**config.mk**
```make
export PLATFORM = sky130hd
export DESIGN_NAME = signed_bcd_display_flat
export DESIGN_NICKNAME = d
export VERILOG_FILES = /design/src/rtl/signed_bcd_display_if.sv /design/src/rtl/signed_bcd_display.sv /design/src/flat_wrapper.sv
export SDC_FILE = /design/constraint.sdc
export NUM_CORES = 1
export LEC_CHECK = 0
export ABC_CLOCK_PERIOD_IN_PS = 5100
export CAP_MARGIN = 25
export CORE_MARGIN = 2
export CORE_UTILIZATION = 58
export DETAILED_ROUTE_END_ITERATION = 6
export PLACE_DENSITY = 0.83
export SYNTH_ARGS = -nofsm -noshare
export SYNTH_HDL_FRONTEND = slang
export SYNTH_SLANG_ARGS = --single-unit
export TNS_END_PERCENT = 10
```
**constraint.sdc**
```tcl
create_clock -name Clock -period 5.1 [get_ports Clock]
set_clock_uncertainty 0.1 [all_clocks]
set_input_delay 0.765 -clock Clock [delete_from_list [all_inputs] [get_ports Clock]]
set_output_delay 0.765 -clock Clock [all_outputs]
set_load 0.03 [all_outputs]
```
**src/rtl/signed_bcd_display_if.sv**
```systemverilog
`default_nettype none
// +--------------------------------------------------------------------------+
// | signed_bcd_display_if : request/result bundle of the signed BCD display  |
// | Rev 1.0                                                                  |
// +--------------------------------------------------------------------------+
interface signed_bcd_display_if #(
  parameter int WIDTH  = 8,
  parameter int DIGITS = 3
);
  logic                      start;
  logic                      signed_mode;
  logic                      ovf;
  logic [WIDTH-1:0]          value;
  logic                      busy;
  logic                      done;
  logic                      neg;
  logic                      ovf_o;
  logic [4*DIGITS-1:0]       bcd;
  logic [7*(DIGITS+1)-1:0]   seg;

  modport master (
    output start, signed_mode, ovf, value,
    input  busy, done, neg, ovf_o, bcd, seg
  );

  modport slave (
    input  start, signed_mode, ovf, value,
    output busy, done, neg, ovf_o, bcd, seg
  );
endinterface
`default_nettype wire

```
**src/rtl/signed_bcd_display.sv**
```systemverilog
`default_nettype none
// +--------------------------------------------------------------------------+
// | signed_bcd_display : serial double-dabble sign+magnitude converter that  |
// | drives active-low 7-segment digits from held results.  Rev 1.0           |
// +--------------------------------------------------------------------------+
module signed_bcd_display #(
  parameter int WIDTH  = 8,
  parameter int DIGITS = 3
) (
  input  logic                  Clock,
  input  logic                  Resetn,
  signed_bcd_display_if.slave   bus
);

  localparam int          CNT_W  = $clog2(WIDTH + 1);
  localparam logic [1:0]  S_IDLE = 2'd0;
  localparam logic [1:0]  S_CONV = 2'd1;
  localparam logic [1:0]  S_DONE = 2'd2;

  localparam logic [6:0]  SEG_BLANK = 7'b1111111;
  localparam logic [6:0]  SEG_DASH  = 7'b1111110;
  localparam logic [WIDTH-1:0] ONE  = {{(WIDTH-1){1'b0}}, 1'b1};

  logic [1:0]             state;
  logic [1:0]             state_next;
  logic [CNT_W-1:0]       cnt;
  logic [WIDTH-1:0]       mag_sr;
  logic [4*DIGITS-1:0]    bcd_sr;
  logic [4*DIGITS-1:0]    bcd_adj;
  logic [4*DIGITS-1:0]    bcd_shift;
  logic                   neg_work;
  logic                   ovf_work;
  logic [4*DIGITS-1:0]    bcd_held;
  logic                   neg_held;
  logic                   ovf_held;
  logic                   accept;
  logic                   last_bit;
  logic                   neg_in;
  logic [WIDTH-1:0]       mag_in;
  logic [7*(DIGITS+1)-1:0] seg_v;
  logic [3:0]             nib;
  logic                   leading;

  function automatic logic [6:0] seg7(input logic [3:0] n);
    case (n)
      4'd0:    seg7 = 7'b0000001;
      4'd1:    seg7 = 7'b1001111;
      4'd2:    seg7 = 7'b0010010;
      4'd3:    seg7 = 7'b0000110;
      4'd4:    seg7 = 7'b1001100;
      4'd5:    seg7 = 7'b0100100;
      4'd6:    seg7 = 7'b0100000;
      4'd7:    seg7 = 7'b0001111;
      4'd8:    seg7 = 7'b0000000;
      4'd9:    seg7 = 7'b0001100;
      default: seg7 = SEG_BLANK;
    endcase
  endfunction

  // A request is taken whenever no conversion is running, including the DONE cycle.
  assign accept   = bus.start && (state != S_CONV);
  assign last_bit = (state == S_CONV) && (cnt == CNT_W'(1));
  assign neg_in   = bus.signed_mode & bus.value[WIDTH-1];
  assign mag_in   = neg_in ? ((~bus.value) + ONE) : bus.value;

  // State register
  always_ff @(posedge Clock) begin
    if (!Resetn) begin
      state <= S_IDLE;
    end else begin
      state <= state_next;
    end
  end

  // Next-state logic
  always_comb begin
    state_next = state;
    case (state)
      S_IDLE:  state_next = accept ? S_CONV : S_IDLE;
      S_CONV:  state_next = last_bit ? S_DONE : S_CONV;
      S_DONE:  state_next = accept ? S_CONV : S_IDLE;
      default: state_next = S_IDLE;
    endcase
  end

  // Output logic
  always_comb begin
    bus.busy = (state == S_CONV);
    bus.done = (state == S_DONE);
  end

  // Add-3 correction on every nibble, then one-bit shift of {bcd_sr, mag_sr}.
  always_comb begin
    bcd_adj = bcd_sr;
    for (int d = 0; d < DIGITS; d++) begin
      if (bcd_sr[4*d +: 4] >= 4'd5) begin
        bcd_adj[4*d +: 4] = bcd_sr[4*d +: 4] + 4'd3;
      end
    end
    bcd_shift = {bcd_adj[4*DIGITS-2:0], mag_sr[WIDTH-1]};
  end

  always_ff @(posedge Clock) begin
    if (!Resetn) begin
      cnt      <= '0;
      mag_sr   <= '0;
      bcd_sr   <= '0;
      neg_work <= 1'b0;
      ovf_work <= 1'b0;
      bcd_held <= '0;
      neg_held <= 1'b0;
      ovf_held <= 1'b0;
    end else if (accept) begin
      cnt      <= CNT_W'(WIDTH);
      mag_sr   <= mag_in;
      bcd_sr   <= '0;
      neg_work <= neg_in;
      ovf_work <= bus.ovf;
    end else if (state == S_CONV) begin
      cnt    <= cnt - CNT_W'(1);
      mag_sr <= {mag_sr[WIDTH-2:0], 1'b0};
      bcd_sr <= bcd_shift;
      // Held results update on the same edge as the final shift.
      if (last_bit) begin
        bcd_held <= bcd_shift;
        neg_held <= neg_work;
        ovf_held <= ovf_work;
      end
    end
  end

  // Display decode: scan from the top digit so leading zeros blank out.
  always_comb begin
    seg_v   = {(DIGITS+1){SEG_BLANK}};
    leading = 1'b1;
    nib     = 4'd0;
    for (int d = DIGITS - 1; d >= 0; d--) begin
      nib = bcd_held[4*d +: 4];
      if (nib != 4'd0) begin
        leading = 1'b0;
      end
      if (ovf_held) begin
        seg_v[7*d +: 7] = SEG_DASH;
      end else if (leading && (d != 0)) begin
        seg_v[7*d +: 7] = SEG_BLANK;
      end else begin
        seg_v[7*d +: 7] = seg7(nib);
      end
    end
    seg_v[7*DIGITS +: 7] = (ovf_held || neg_held) ? SEG_DASH : SEG_BLANK;
  end

  assign bus.bcd   = bcd_held;
  assign bus.neg   = neg_held;
  assign bus.ovf_o = ovf_held;
  assign bus.seg   = seg_v;

endmodule
`default_nettype wire

```
**src/flat_wrapper.sv**
```systemverilog
// flat-port wrapper written by rule: the top's interface ports become plain ports
module signed_bcd_display_flat 
#(
  parameter int WIDTH  = 8,
  parameter int DIGITS = 3
)
  (Clock, Resetn, bus_start, bus_signed_mode, bus_ovf, bus_value, bus_busy, bus_done, bus_neg, bus_ovf_o, bus_bcd, bus_seg);
  signed_bcd_display_if #(.WIDTH(WIDTH), .DIGITS(DIGITS)) bus_i ();
  input  logic Clock;
  input  logic Resetn;
  input wire logic [$bits(bus_i.start)-1:0] bus_start;
  input wire logic [$bits(bus_i.signed_mode)-1:0] bus_signed_mode;
  input wire logic [$bits(bus_i.ovf)-1:0] bus_ovf;
  input wire logic [$bits(bus_i.value)-1:0] bus_value;
  output wire logic [$bits(bus_i.busy)-1:0] bus_busy;
  output wire logic [$bits(bus_i.done)-1:0] bus_done;
  output wire logic [$bits(bus_i.neg)-1:0] bus_neg;
  output wire logic [$bits(bus_i.ovf_o)-1:0] bus_ovf_o;
  output wire logic [$bits(bus_i.bcd)-1:0] bus_bcd;
  output wire logic [$bits(bus_i.seg)-1:0] bus_seg;
  assign bus_i.start = bus_start;
  assign bus_i.signed_mode = bus_signed_mode;
  assign bus_i.ovf = bus_ovf;
  assign bus_i.value = bus_value;
  assign bus_busy = bus_i.busy;
  assign bus_done = bus_i.done;
  assign bus_neg = bus_i.neg;
  assign bus_ovf_o = bus_i.ovf_o;
  assign bus_bcd = bus_i.bcd;
  assign bus_seg = bus_i.seg;
  signed_bcd_display #(.WIDTH(WIDTH), .DIGITS(DIGITS)) u_core (.Clock(Clock), .Resetn(Resetn), .bus(bus_i));
endmodule
```
---- Word level (Yosys, flattened, before mapping) ----
Memory sizes are Yosys's and may differ from the RTL's. A register that Yosys moved wholly into a read port is not among the register bits.
Cells that the tools add are included.
storage, ports and cells
  memories kept ........................... 3
  register bits after elaboration ......... 42
  ROM bits ................................ 336
  word-level logic and storage cells ...... 64
  input port bits ......................... 13
memory list
  memory            words  bits a word  read ports  clocked after Yosys merged registers in  wr ports  RTL line                  RTL
  (name not given)  16     7            1           1                                        0         signed_bcd_display.sv:45  case (n)
  (name not given)  16     7            1           1                                        0         signed_bcd_display.sv:45
  (name not given)  16     7            1           1                                        0         signed_bcd_display.sv:45
cells by class
  $add $sub $neg .......................... 5
  magnitude comparators ................... 3
  equal/unequal tests ..................... 4
  bitwise gates (word level) .............. 4
  reduce and logical (&&, ||, !) cells .... 10
  multiplexer cells ....................... 25
operator list
  operator                                              number
  two-way mux 4 bit                                     10
  two-way mux 7 bit                                     5
  two-way mux 8 bit                                     3
  >= comparator 4 x 3 -> 1 bit (second input constant)  3
  adder 4 x 2 -> 4 bit (second input constant)          2
  adder 8 x 1 -> 8 bit (second input constant)          1
  inverter 8 bit                                        1
  nonzero test 4 bit                                    2
  == test 4 x 1 -> 1 bit (second input constant)        1
  two-way mux 1 bit                                     4
  case mux 2 bit (2 select lines)                       1
  OR reduction 2 bit                                    2
  subtractor 4 x 1 -> 4 bit (second input constant)     1
  adder 3 x 2 -> 3 bit (second input constant)          1
  two-way mux 3 bit                                     1
  AND reduction 3 bit                                   1
  == test 2 x 1 -> 1 bit (second input constant)        1
  == test 2 bit (second input constant)                 1
  logical AND 1 bit                                     2
  logical NOT 2 bit                                     1
  two-way mux 2 bit                                     1
  != test 2 x 1 -> 1 bit (second input constant)        1
  inverter 1 bit                                        2
  nonzero test 2 bit                                    1
  2 further kinds                                       2

---- Logic depth before layout (Yosys ltp) ----
  word-level depth ........................ 6
  gate-level depth with buffers ........... 13
  gate-level depth less buffers ........... 11

---- Worst setup path after synthesis ----
OpenSTA, ideal clock, no wires.
  path type ............................... input to register
  from .................................... in Resetn
  to ...................................... reg with a tool-made name
  stages .................................. 8
  path slack .............................. 2490 ps
  data required time ...................... 4942 ps
  arrival time ............................ 2453 ps
  cell sequence ........................... clkbuf_1 > clkbuf_1 > clkbuf_1 > o211ai_1 > ha_1 > o211a_1 > a211oi_1 > o21a_1
RTL lines
  element          RTL line            RTL
  start, declared  flat_wrapper.sv:10  input logic Resetn;

---- Worst setup path in the final report ----
  from .................................... reg u_core.bcd_held[11] (netlist: u_core.bus.bcd[11])
  to ...................................... out bus_seg[13]
on the way
  longest elaborated chain between the ends .. 5
ends and longest elaborated chain
  element                          RTL line                   RTL
  start, declared                  signed_bcd_display.sv:33   logic [4*DIGITS-1:0] bcd_held;
  start signal, assigned           signed_bcd_display.sv:125  bcd_held <= bcd_shift;
  nonzero test 4 bit               signed_bcd_display.sv:139  if (nib != 4'd0) begin
  two-way mux 1 bit (2 in series)  signed_bcd_display.sv:139
  two-way mux 7 bit                signed_bcd_display.sv:144  end else if (leading && (d != 0)) begin
  two-way mux 7 bit                signed_bcd_display.sv:142  if (ovf_held) begin
  end, declared                    flat_wrapper.sv:20         output wire logic [$bits(bus_i.seg)-1:0] bus_seg;
No other way between the ends.

==> impl_metrics.tcl <==
set metrics [dict create \
    cts_resized 0 \
    power.switching_mw 0.294 \
    hp-class "flip-flop to flip-flop" \
    arrival_ns 2.15 \
    p_leak_nw 1.70 \
    cts.sinks 63 \
    die_x_um 83.7 \
    place.gp.congestion 0.885 \
    vias 3353 \
    place_area_um2 4150 \
    avgSynthCellArea_um2 8.14 \
    seqCellArea_um2 1260 \
    end_kind "output port" \
    layout_commonest_cell "dfxtp_1" \
    rsz0062_at_grt "false" \
    n_fill_cell 524 \
    met3_usage_pct 3.36 \
    grtUsageMet2_pct 42.6 \
    grt_pass1_vias 3181 \
    max_stage_delay_ns 0.60 \
    p_comb_share_pct 15.2 \
    synth-xor-area-share_pct 2.38 \
    post_synth_num_cell_types 58 \
    r2r-start "u_core.cnt[0]" \
    nets 528 \
    final_cell_mix "dfxtp_1, nand2_1, clkdlybuf4s50_1" \
    core_um2 6240 \
    path_class "flip-flop to output port" \
    ff2ff_path_depth 9 \
    grt_max_degree 36 \
    slew-limit-headroom_pct 41.3 \
    synthSimpleGateAreaFrac_pct 22.4 \
    min_delay_worst_endpoint "u_core.mag_sr[4]" \
    hpwl_um 5790 \
    antenna_found_initial 0 \
    worst_pin_slew_ns 0.880 \
    htreeDepth 3 \
    ant_nets 0 \
    grt-ovfl-total 0 \
    fin_crit_sh_pct 59.1 \
    clk_latency_ns 0.34 \
    synth_warnings 0 \
    max_freq_mhz 332 \
    min_period_ns 3.02 \
    postCtsSetupBuffers 0 \
    ys_seq_area_share_pct 34.3 \
    drt_iter0_drc 254 \
    antennaDiodeCount 0 \
    seqPwrFrac_pct 49.0 \
    hold_depth 2 \
    synth-seq-cells 63 \
    cts_made_buffers 9 \
    p_int_mw 0.770 \
    multi_input_area_um2 2170 \
    drv_slew 0 \
    drc 0 \
    grt_use_met1_pct 29.6 \
    dieHeight_um 83.7 \
    port_buffers 50 \
    grt_use_total_pct 24.5 \
    p_clk_share_pct 35.7 \
    cts_root_buffer "clkbuf_8" \
    critical-path-slowest-cell "clkdlybuf4s50_1" \
    synthMuxAreaShare_pct 2.24 \
    ir_worst_vdd_mv 0.181 \
    status "completed" \
    dr.pass1.iters 5 \
    synth_flop_cell "dfxtp_1" \
    wl_per_cell_um 14.3 \
    synthArstFlopShare_pct 0 \
    synthAdderAreaFrac_pct 8.16 \
    synth_edf_count 0 \
    stdcell_area_um2 4320 \
    std_cell_rows 29 \
    reg2reg_slack_ns 2.10 \
    holdBufCountCts 0 \
    start_kind "flip-flop" \
    netlist_instances 452 \
    start_util_pct 59.0 \
    wirelength_um 8170 \
    min_from "u_core.mag_sr[3]" \
    cap_violations 0 \
    ios 57 \
    hold_violations 0 \
    cts_tree "built" \
    drive_gt1_share_pct 7.49 \
    syn2layout_area_growth_pct 17.3 \
    required_ns 4.24 \
    viasPerCell 5.87 \
    synth-compound-area-share_pct 23.3 \
    p_per_area_nw_per_um2 246 \
    die-area_um2 7000 \
    setup_viol 0 \
    netlist_area_um2 3680 \
    synth_top_family_by_area "compound AO/OA/AOI/OAI gates" \
    cts_buffer_depth 2 \
    path_cells "nor4_1, buf_4, a21oi_1, nand2b_1, clkdlybuf4s50_1" \
    grt_pass1_wl_um 14000 \
    cts.reportedPaths.clkPinSlew_ns 0.07 \
    tns_ns 0 \
    switching_share_pct 27.6 \
    path_max_fanout 9 \
    grt_most_used_layer "met2" \
]
-- cells by family after synthesis --
kind of cell	count (synthesis)
xor+xnor	10
other cells	1
fa+ha+maj	24
mux	8
simple gates	167
flops	63
buf+inv	56
compound gates	123
-- how the worst max path moves through the flow --
stage | start | to | slack (ns) | cells after the start
CTS | u_core.bus.bcd[11] | bus_seg[13] | 2.04 | 5
global placement | Resetn | flip-flop | 2.05 | 8
floorplan | Resetn | flip-flop | 2.49 | 8
detailed placement | Resetn | flip-flop | 1.93 | 8
finish | u_core.bus.bcd[11] | bus_seg[13] | 2.08 | 5
global route | u_core.cnt[0] | flip-flop | 1.84 | 10
-- area by class of cell --
type	count	share of cell area, %
Timing Repair Buffer	53	12.1
Tap cell	77	2.23
Multi-Input combinational cell	338	50.4
Clock buffer	13	3.68
Sequential cell	63	29.2
Inverter	26	2.26
Clock inverter	1	0.116
-- per-stage QoR --
step / total power, mW / hold WS [ns] / setup slack [ns] / utilization, % / cells
4_1_cts: 1.06 / 0.355 / 2.04 / 69.2 / 571
3_3_place_gp: 0.689 / 0.344 / 2.05 / 66.5 / 557
3_5_place_dp: 0.693 / 0.346 / 1.93 / 66.5 / 557
6_report: 1.06 / 0.355 / 2.08 / 69.2 / 571
2_1_floorplan: 0.647 / 0.329 / 2.49 / - / 457
5_1_grt: 1.10 / 0.374 / 1.84 / 69.2 / 571
-- cell usage after synthesis, types with 2 or more instances --
library cell	count	share of area, %
dfxtp_1	63	34
nand2_1	59	6.0
a21oi_1	42	5.7
nor2_1	35	3.6
ha_1	24	8.2
inv_1	22	2.2
o21ai_0	18	2.4
nand2b_1	14	2.4
clkbuf_1	12	1.2
nor3_1	12	1.6
buf_4	11	2.2
a211oi_1	10	2.0
nand3_1	8	1.1
o211ai_1	8	1.6
o32ai_1	8	1.9
or3_1	7	1.2
xnor2_1	7	1.7
mux2i_1	6	1.6
nor2b_1	6	1.0
or2_2	6	1.0
o211a_1	5	1.4
a311oi_1	4	0.95
inv_2	4	0.41
o31ai_1	4	0.82
a22oi_1	3	0.61
a31oi_1	3	0.51
buf_1	3	0.31
buf_2	3	0.41
nand4_1	3	0.51
nor3b_1	3	0.61
nor4_1	3	0.51
o32a_1	3	0.82
or3b_1	3	0.71
xor2_1	3	0.71
a31o_2	2	0.48
mux2_2	2	0.61
nand3b_1	2	0.41
-- routing by layer --
metal	wire, um	up-vias
li1	-	1669
met1	3540	1556
met2	4010	114
met3	442	14
met4	173	0
met5	0	-
-- power groups by stage --
stage                     Clock, mW  Combinational (mW)  Sequential (mW)
after floorplan                   0               0.116            0.531
after CTS                     0.382               0.162            0.521
after global routing          0.402               0.178            0.523
after detailed placement          0               0.161            0.532
after global placement            0               0.158            0.531
final                         0.380               0.162            0.522
-- critical path, delay by kind of cell, from the launching register on --
family / cells / cell delay (ns)
compound gates: 1 / 0.37
simple gates: 2 / 0.19
buf+inv: 2 / 0.77
flops: 1 / 0.48
Note: power is estimated with default switching activity, not from simulation.
